<file path="src/rtl/riscv_core_ctrl_pkg.sv">
// Shared types and constants for the core controller: FSM states and the
// multi-bit encodings used for the fetch enable.
package riscv_core_ctrl_pkg;

    typedef enum logic [2:0] {
        ST_HOLD    = 3'd0,
        ST_RELEASE = 3'd1,
        ST_RUN     = 3'd2,
        ST_DRAIN   = 3'd3,
        ST_HALTED  = 3'd4
    } ctrl_state_e;

    localparam logic [3:0] MUBI4_ON  = 4'b0101;
    localparam logic [3:0] MUBI4_OFF = 4'b1010;

endpackage

</file>
<file path="src/rtl/riscv_bus_watchdog.sv">
// Per-bus watchdog: tracks outstanding transactions (saturating 2-bit count)
// and flags a timeout when a response has been missing for BUS_TIMEOUT cycles.
// o_timeout is a single-cycle strobe that coincides with the edge on which
// the count and timer are cleared.
module riscv_bus_watchdog #(
    parameter int BUS_TIMEOUT = 256
) (
    input  logic       i_clk,
    input  logic       i_rst_n,
    input  logic       i_en,
    input  logic       i_req,
    input  logic       i_gnt,
    input  logic       i_rvalid,
    output logic       o_timeout,
    output logic [1:0] o_outstanding
);

    localparam int TW = $clog2(BUS_TIMEOUT + 1);

    logic [1:0]    r_cnt;
    logic [TW-1:0] r_timer;
    logic          w_inc;

    assign w_inc         = i_req & i_gnt;
    assign o_outstanding = r_cnt;

    // The timer is one short of the limit and another silent cycle is passing.
    assign o_timeout = i_en && (r_cnt != 2'd0) && !i_rvalid &&
                       (r_timer == TW'(BUS_TIMEOUT - 1));

    // Outstanding count and response timer; both forced to zero while the core is in reset.
    always_ff @(posedge i_clk or negedge i_rst_n) begin
        if (!i_rst_n) begin
            r_cnt   <= 2'd0;
            r_timer <= '0;
        end else if (!i_en || o_timeout) begin
            r_cnt   <= 2'd0;
            r_timer <= '0;
        end else begin
            case ({w_inc, i_rvalid})
                2'b10:   if (r_cnt != 2'd3) r_cnt <= r_cnt + 2'd1;
                2'b01:   if (r_cnt != 2'd0) r_cnt <= r_cnt - 2'd1;
                default: r_cnt <= r_cnt;
            endcase
            if (r_cnt == 2'd0 || i_rvalid) begin
                r_timer <= '0;
            end else begin
                r_timer <= r_timer + TW'(1);
            end
        end
    end

endmodule

</file>
<file path="src/rtl/riscv_core_ctrl.sv">
// Core controller: boot reset sequencing, fetch gating with halt/drain,
// interrupt synchronisation and instruction/data bus watchdogs.
module riscv_core_ctrl
    import riscv_core_ctrl_pkg::*;
#(
    parameter int NUM_IRQ     = 15,
    parameter int SYNC_STAGES = 2,
    parameter int BOOT_DELAY  = 16,
    parameter int BUS_TIMEOUT = 256
) (
    input  logic               clk,
    input  logic               rst,
    input  logic               halt_req_i,
    input  logic               resume_i,
    input  logic [NUM_IRQ-1:0] irq_fast_i,
    input  logic [2:0]         irq_std_i,
    input  logic               instr_req_i,
    input  logic               instr_gnt_i,
    input  logic               instr_rvalid_i,
    input  logic               data_req_i,
    input  logic               data_gnt_i,
    input  logic               data_rvalid_i,
    input  logic               timeout_clr_i,
    output logic               core_rst_no,
    output logic [3:0]         fetch_enable_o,
    output logic [14:0]        irq_fast_o,
    output logic [2:0]         irq_std_o,
    output logic               irq_nm_o,
    output logic               halted_o,
    output logic [1:0]         bus_timeout_o
);

    localparam int BW = $clog2(BOOT_DELAY + 1);

    ctrl_state_e                   r_state;
    logic [BW-1:0]                 r_boot_cnt;
    logic                          r_core_rst_n;
    logic [3:0]                    r_fetch;
    logic                          r_halted;
    logic                          r_irq_nm;
    logic [1:0]                    r_bus_to;
    logic [SYNC_STAGES-1:0][17:0]  r_sync;

    logic [14:0] w_irq_fast_ext;
    logic [1:0]  w_to;
    logic [1:0]  w_cnt_instr;
    logic [1:0]  w_cnt_data;

    assign core_rst_no    = r_core_rst_n;
    assign fetch_enable_o = r_fetch;
    assign halted_o       = r_halted;
    assign irq_nm_o       = r_irq_nm;
    assign bus_timeout_o  = r_bus_to;
    assign irq_fast_o     = r_sync[SYNC_STAGES-1][14:0];
    assign irq_std_o      = r_sync[SYNC_STAGES-1][17:15];

    // Zero-extend the used fast IRQ lines to the full 15-bit field.
    always_comb begin
        w_irq_fast_ext               = '0;
        w_irq_fast_ext[NUM_IRQ-1:0]  = irq_fast_i;
    end

    // Synchroniser chain shared by the fast and standard interrupt lines.
    always_ff @(posedge clk or negedge rst) begin
        if (!rst) begin
            r_sync <= '0;
        end else begin
            r_sync <= {r_sync[SYNC_STAGES-2:0], {irq_std_i, w_irq_fast_ext}};
        end
    end

    riscv_bus_watchdog #(.BUS_TIMEOUT(BUS_TIMEOUT)) u_wd_instr (
        .i_clk         (clk),
        .i_rst_n       (rst),
        .i_en          (r_core_rst_n),
        .i_req         (instr_req_i),
        .i_gnt         (instr_gnt_i),
        .i_rvalid      (instr_rvalid_i),
        .o_timeout     (w_to[0]),
        .o_outstanding (w_cnt_instr)
    );

    riscv_bus_watchdog #(.BUS_TIMEOUT(BUS_TIMEOUT)) u_wd_data (
        .i_clk         (clk),
        .i_rst_n       (rst),
        .i_en          (r_core_rst_n),
        .i_req         (data_req_i),
        .i_gnt         (data_gnt_i),
        .i_rvalid      (data_rvalid_i),
        .o_timeout     (w_to[1]),
        .o_outstanding (w_cnt_data)
    );

    // Sticky timeout flags (a new timeout beats a clear) and the NMI strobe.
    always_ff @(posedge clk or negedge rst) begin
        if (!rst) begin
            r_bus_to <= 2'b00;
            r_irq_nm <= 1'b0;
        end else begin
            r_bus_to <= w_to | (r_bus_to & {2{~timeout_clr_i}});
            r_irq_nm <= |w_to;
        end
    end

    // Control FSM; outputs are registered alongside each state change.
    always_ff @(posedge clk or negedge rst) begin
        if (!rst) begin
            r_state      <= ST_HOLD;
            r_boot_cnt   <= '0;
            r_core_rst_n <= 1'b0;
            r_fetch      <= MUBI4_OFF;
            r_halted     <= 1'b0;
        end else begin
            case (r_state)
                ST_HOLD: begin
                    if (r_boot_cnt == BW'(BOOT_DELAY - 1)) begin
                        r_state      <= ST_RELEASE;
                        r_core_rst_n <= 1'b1;
                    end else begin
                        r_boot_cnt <= r_boot_cnt + BW'(1);
                    end
                end
                ST_RELEASE: begin
                    r_state <= ST_RUN;
                    r_fetch <= MUBI4_ON;
                end
                ST_RUN: begin
                    if (halt_req_i) begin
                        r_state <= ST_DRAIN;
                        r_fetch <= MUBI4_OFF;
                    end
                end
                ST_DRAIN: begin
                    if ((|w_to) || (w_cnt_instr == 2'd0 && w_cnt_data == 2'd0)) begin
                        r_state  <= ST_HALTED;
                        r_halted <= 1'b1;
                    end
                end
                ST_HALTED: begin
                    if (resume_i) begin
                        r_state  <= ST_RUN;
                        r_fetch  <= MUBI4_ON;
                        r_halted <= 1'b0;
                    end
                end
                default: begin
                    r_state      <= ST_HOLD;
                    r_boot_cnt   <= '0;
                    r_core_rst_n <= 1'b0;
                    r_fetch      <= MUBI4_OFF;
                    r_halted     <= 1'b0;
                end
            endcase
        end
    end

endmodule
</file>
<file path="config.mk">
export PLATFORM = sky130hd
export DESIGN_NAME = riscv_core_ctrl
export DESIGN_NICKNAME = d
export VERILOG_FILES = /design/src/rtl/riscv_core_ctrl_pkg.sv /design/src/rtl/riscv_bus_watchdog.sv /design/src/rtl/riscv_core_ctrl.sv
export SDC_FILE = /design/constraint.sdc
export NUM_CORES = 1
export LEC_CHECK = 0
export CORE_MARGIN = 1
export CORE_UTILIZATION = 47
export CTS_CLUSTER_DIAMETER = 50
export DETAILED_ROUTE_END_ITERATION = 10
export PLACE_DENSITY = 0.76
export SETUP_SLACK_MARGIN = 0.02
export SLEW_MARGIN = 20
export SYNTH_ARGS = -nofsm -noshare
export SYNTH_HDL_FRONTEND = slang
export SYNTH_SLANG_ARGS = --single-unit
export TNS_END_PERCENT = 50
</file>
<file path="constraint.sdc">
create_clock -name clk -period 1.8 [get_ports clk]
set_input_delay 0.18 -clock clk [delete_from_list [all_inputs] [get_ports clk]]
set_output_delay 0.18 -clock clk [all_outputs]
set_load 0.01 [all_outputs]
</file>
==> impl_metrics.toml, run 1 <==
[run_status]
status = "finished clean"

[yosys]
syn_area_mm2 = 0.00303
synth_largest_area_cell = "dfrtp_1"
syn_nets = 299
synthDistinctLibCells = 48
ys_top_cells_by_count = "dfrtp_1, buf_4, inv_1"
ys.warnings.count = 0
synth.most_common_cell = "dfrtp_1"
ys_ff_latch = 73
ys_seq_area_share_pct = 60.4
async_flop_share_pct = 100
syn_area_per_cell_um2 = 11.5
synth_edf_count = 0
synthDominantCellAreaShare_pct = 59.5
synth_top_cells_by_area = "dfrtp_1, buf_4, ha_1"
synth_flop_cell = "dfrtp_1"
synthCells = 264

[timing]
tns_ns = 0
hold_viol = 0
finalClockSkew_ns = 0.00524
tightest_slew_ns = 0.501
rsz0062_at_grt = "yes"
slew_violations = 0
relSlewSlack_pct = 66.3
min_period_over_period_pct = 96.1
fin_crit_ns = 1.73
fin_ws_ns = 0.0697
whs_ns = 0.260
fmax_ghz = 0.578
finalSetupViolations = 0

[global_routing]
overflow = 0
grt_pass1_vias = 1972
grt_pass1_wl_um = 8870
grt_max_degree = 74
antenna_found_initial = 0
track_usage_pct = 18.0

[cells_and_area]
final_util_pct = 63.4
diodes = 0
num-fill-cells = 472
drive_above_1_share_pct = 17.2
layout.nets = 349
syn_to_final_growth_pct = 27.0

[power_and_ir_drop]
irDropWorstVdd_mv = 0.781
power_per_cell_area_mw_per_mm2 = 1080
leakage_nw = 1.59

[floorplanning]
die_area_mm2 = 0.00677
design.core.area_mm2 = 0.00606
die_h_um = 82.3
num_rows = 28
io-pin-count = 56
die_w_um = 82.3
start_util_pct = 50.0

[detailed_routing]
totalWireLength_um = 5260
drtIter0Drc = 96
dr.pass1.iters = 4
wl_per_cell_um = 13.4
drc = 0
vias = 2012
ant_nets = 0
viasPerCell = 5.11

[setup_path]
cp.required_ns = 2.02
worst-path-max-fanout = 3
startpoint_type = "flip-flop"
slowest_stage = "dfrtp_1"
crit_type = "flip-flop to flip-flop"
cpMostUsedCell = "ha_2"
critPathCaptureType = "flip-flop"
critical_path_arrival_ns = 1.95
crit_chain = "ha_2 > nand3_2 > nor3_2 > ha_2 > inv_1 > o32a_4 > inv_4 > o32ai_1"
cpPeakStageDelay_ns = 0.38

[min_path]
min_path_type = "input pin to flip-flop"

[job]
maxCapViolations = 0

[cts]
cts_buffers = 9
cts_tree = "done"
cts_root_buffer = "clkbuf_8"
clockBufferDepth = 2
clkTransAtPathRegs_ns = 0.08
insertion_delay_ns = 0.35
cts_max_level = 3
cts_sinks = 73

[placement]
place_hpwl_um = 3490
dp_slack_ns = -0.0485
finalWeightedCongestion = 0.770
portBuffers = 55
worst paths after layout:
kind	slack (ns)	end	startpoint	depth (start not counted)
min in group asynchronous	0.37	u_wd_data.r_timer[3]	rst	3
max reg2reg	0.07	r_state[0]	u_wd_instr.r_timer[1]	8
max in group asynchronous	1.12	u_wd_instr.r_timer[1]	rst	3
min	0.26	r_sync[14]	irq_fast_i[14]	1
max	0.07	r_state[0]	u_wd_instr.r_timer[1]	8
min reg2reg	0.35	irq_fast_o[6]	r_sync[6]	0
what timing repair did:
item | in CTS | in global routing
setup buffers | 0 | 2
endpoints found under the hold margin | 72 | 0
hold buffers | 1 | 0
setup endpoints to repair | 11 | 19
pin swaps | 0 | 6
resized for setup | 1 | 13
final cells by class:
cell class	instances	area, um^2	area share, %
well taps	75	93.8	2.44
repair buffers	67	651	16.9
clock buffers	9	124	3.22
flip-flops and latches	73	1830	47.5
multi-input cells	143	987	25.7
clock inverters	7	83.8	2.18
inverters	20	77.6	2.02
state kept, by name (all words and copies together) (netlist names):
register and flops:
bus_timeout_o 2, core_rst_no 1, fetch_enable_o 2, halted_o 1
irq_fast_o 15, irq_nm_o 1, irq_std_o 3, r_boot_cnt 5
r_state 3, r_sync 18, u_wd_data.o_outstanding 2, u_wd_data.r_timer 9
u_wd_instr.o_outstanding 2, u_wd_instr.r_timer 9
cell usage in the layout (no fill, tap or decap), types with 3 or more instances in the layout:
master | Yosys | final
a211oi_1 | 3 | 3
a21oi_1 | 13 | 13
a21oi_2 | 3 | 3
and2_1 | 5 | 5
buf_4 | 21 | 10
clkbuf_8 | 0 | 9
clkdlybuf4s50_1 | 0 | 54
dfrtp_1 | 72 | 72
ha_2 | 0 | 5
inv_1 | 19 | 19
inv_6 | 0 | 3
nand2_1 | 11 | 10
nand2b_1 | 4 | 4
nand3_1 | 6 | 5
nor2_1 | 11 | 11
nor2_2 | 7 | 7
nor2b_1 | 4 | 4
o21ai_0 | 11 | 11
o21ai_1 | 5 | 5
o32ai_1 | 6 | 6
or3_1 | 7 | 6
xnor2_1 | 4 | 4
through the flow:
step                      cells  power (mW)  instance area (um^2)
final                       394        4.14                  3840
after global routing        394        4.39                  3840
after CTS                   392        4.18                  3770
after detailed placement    375        2.83                  3550
after global placement      375        2.80                  3550
after floorplan             264        2.55                  3030
metal layers:
metal	vias to the layer above	GRT usage, %	part of all wire, %
li1	987	-	-
met1	969	22.2	45
met2	50	28.4	50
met3	6	4.29	4.5
met4	0	11.4	1.2
met5	-	0	0
report_power, final:
group	switching (mW)	leakage [nW]	internal, mW
Sequential	0.181	0.921	1.80
Combinational	0.388	0.568	0.440
Clock	0.658	0.103	0.666
Total	1.23	1.59	2.91
cells by family after synthesis:
kind of cell    Yosys count  synth area share, %
simple gates             73                 13.6
flops                    73                 60.4
compound gates           56                 12.1
buf+inv                  48                 8.97
xor+xnor                  6                 1.74
fa+ha+maj                 6                 2.48
mux                       2                0.661
worst max-delay path: cells and delay by family, from the launching register on:
| kind | cells | cell delay (ns) |
|---|---|---|
| AOI/OAI and AO/OA | 2 | 0.41 |
| buffers and inverters | 2 | 0.13 |
| adders and majority gates | 2 | 0.41 |
| and+or+nand+nor | 2 | 0.28 |
| DFF | 1 | 0.38 |
Note: power is estimated with default switching activity, not from simulation.
==> run 2, diff against run 1 <==
--- a/config.mk
+++ b/config.mk
@@ -6,10 +6,10 @@
 export NUM_CORES = 1
 export LEC_CHECK = 0
 export CORE_MARGIN = 1
-export CORE_UTILIZATION = 47
+export CORE_UTILIZATION = 46
 export CTS_CLUSTER_DIAMETER = 50
 export DETAILED_ROUTE_END_ITERATION = 10
-export PLACE_DENSITY = 0.76
+export DONT_BUFFER_PORTS = 1
 export SETUP_SLACK_MARGIN = 0.02
 export SLEW_MARGIN = 20
 export SYNTH_ARGS = -nofsm -noshare
==> impl_metrics.toml, run 2 (synthesized netlist as in run 1, its figures left out) <==
[placement]
dpl_cell_area_mm2 = 0.00300
dp.cells = 323
finalWeightedCongestion = 0.771
dp_slack_ns = 0.0268
portBuffers = 0
place_hpwl_um = 3170

[power_and_ir_drop]
irDropWorstVdd_mv = 0.714
combPwrFrac_pct = 15.3
p_sw_share_pct = 29.0
switchingPower_mw = 1.12
p_clk_share_pct = 32.5
p_int_mw = 2.74
leakage_nw = 1.46
power_frac_seq_pct = 52.2
power_per_cell_area_mw_per_mm2 = 1100

[floorplanning]
design.core.area_mm2 = 0.00635
die_h_um = 83.1
start_util_pct = 47.7
io-pin-count = 56
num_rows = 29
die_w_um = 83.1
die_area_mm2 = 0.00691

[detailed_routing]
vias = 1918
totalWireLength_um = 5180
viasPerCell = 5.28
ant_nets = 0
dr.pass1.iters = 4
drt-met1-wl_um = 2410
wl_per_cell_um = 14.3
met3_wirelength_um = 309
drtIter0Drc = 73
drc = 0
dr_wl_met2_um = 2410
highest_layer = "met4"

[cts]
cts_tree = "done"
cts_buffers = 9
hold_buffers = 21
insertion_delay_ns = 0.35
clockBufferDepth = 2
cts_max_level = 3
cts_root_buffer = "clkbuf_8"
cts_sinks = 73
clkTransAtPathRegs_ns = 0.08

[timing]
tns_ns = 0
finalSetupViolations = 0
min_period_over_period_pct = 94.7
fin_ws_ns = 0.0953
rsz0062_at_grt = "yes"
finalClockSkew_ns = 0.0105
fmax_ghz = 0.587
hold_viol = 73
relSlewSlack_pct = 70.0
slew_violations = 0
tightest_slew_ns = 0.445
whs_ns = -0.479
fin_crit_ns = 1.70

[cells_and_area]
largest_reg_flops = 18
regMostFlops = "r_sync"
layout.nets = 316
diodes = 0
most-common-layout-cells = "dfrtp_1, dlygate4sd3_1, inv_1"
drive_above_1_share_pct = 20.6
layout_commonest_cell = "dfrtp_1"
fin_area_mm2 = 0.00350
syn_to_final_growth_pct = 15.5
final_cells = 363

[global_routing]
grt_max_degree = 74
track_usage_pct = 16.4
grt_pass1_vias = 1859
overflow = 0
antenna_found_initial = 0
grt_pass1_wl_um = 8870

[run_status]
violations = "hold timing"
status = "complete, but fails checks"

[setup_path]
reg2regPathDepth = 8
critPathCaptureType = "flip-flop"
critical_path_arrival_ns = 1.92
cp.required_ns = 2.02
r2r_start = "u_wd_instr.r_timer[1]"
crit_chain = "ha_2 > nand3_2 > nor3_2 > ha_2 > inv_2 > o32a_4 > inv_4 > o21ai_2"
cpMostUsedCell = "ha_2"
startpoint_type = "flip-flop"
r2r-end = "r_state[1]"
worst-path-max-fanout = 3
r2r_slack_ns = 0.1
crit_type = "flip-flop to flip-flop"
cpPeakStageDelay_ns = 0.38
slowest_stage = "o32a_4"

[job]
maxCapViolations = 0

[min_path]
min_path_type = "input pin to async pin"
run 2: changes by cell type in the layout (fill, tap and decap cells not counted), sizes merged:
cell / delta
inv: -3
dlygate4sd3: +20
clkinv: +3
clkdlybuf4s50: -54
buf: +1
run 2: worst max path at each step:
| stage | from | endpoint | cells past startpoint |
|---|---|---|---|
| 2_1_floorplan | u_wd_instr.r_timer[0] | r_state[0] | 8 |
| 3_3_place_gp | u_wd_instr.r_timer[1] | r_state[0] | 8 |
| 3_5_place_dp | u_wd_instr.r_timer[1] | r_state[0] | 8 |
| 4_1_cts | u_wd_instr.r_timer[1] | r_state[1] | 8 |
| 5_1_grt | u_wd_instr.r_timer[1] | r_state[0] | 8 |
| 6_report | u_wd_instr.r_timer[1] | r_state[1] | 8 |
run 2: power groups by stage:
stage / combinational (mW) / sequential, mW / clock [mW]
after floorplan: 0.613 / 1.94 / 0
after global placement: 0.528 / 2.05 / 0
after detailed placement: 0.540 / 2.05 / 0
after CTS: 0.583 / 2.02 / 1.30
after global routing: 0.676 / 2.05 / 1.36
final: 0.592 / 2.02 / 1.26
run 2: what timing repair did:
| item | in CTS | in global routing |
|---|---|---|
| buffers inserted | 0 | 3 |
| pin swaps | 0 | 7 |
| resized for setup | 1 | 16 |
| endpoints found under the setup margin | 5 | 26 |
| endpoints found under the hold margin | 94 | 73 |
run 2: area by class of cell:
class                      count  area [um^2]
fill                         530         2850
sequential                    73         1830
multi-input combinational    143          995
timing repair buffer          34          308
clock buffer                   9          124
tap                           77         96.3
inverter                      20         77.6
clock inverter                 7         70.1
run 2: through the flow:
| step | utilization [%] | hold slack (ns) | power (mW) |
|---|---|---|---|
| 2_1_floorplan | - | -0.116 | 2.55 |
| 3_3_place_gp | 47.3 | -0.114 | 2.58 |
| 3_5_place_dp | 47.3 | -0.114 | 2.59 |
| 4_1_cts | 53.7 | -0.498 | 3.90 |
| 5_1_grt | 55.1 | -0.509 | 4.09 |
| 6_report | 55.1 | -0.479 | 3.86 |
run 2: layer usage:
metal  GRT usage, %  vias to the layer above
li1               -                      918
met1           21.0                      947
met2           25.0                       49
met3           7.16                        4
met4           5.64                        0
met5              0                        -
run 2: critical path: cells and delay by family, from the launching register on:
kind            cells  cell delay, ns
compound gates      2            0.43
fa+ha+maj           2            0.40
flops               1            0.36
simple gates        2            0.28
buf+inv             2            0.11
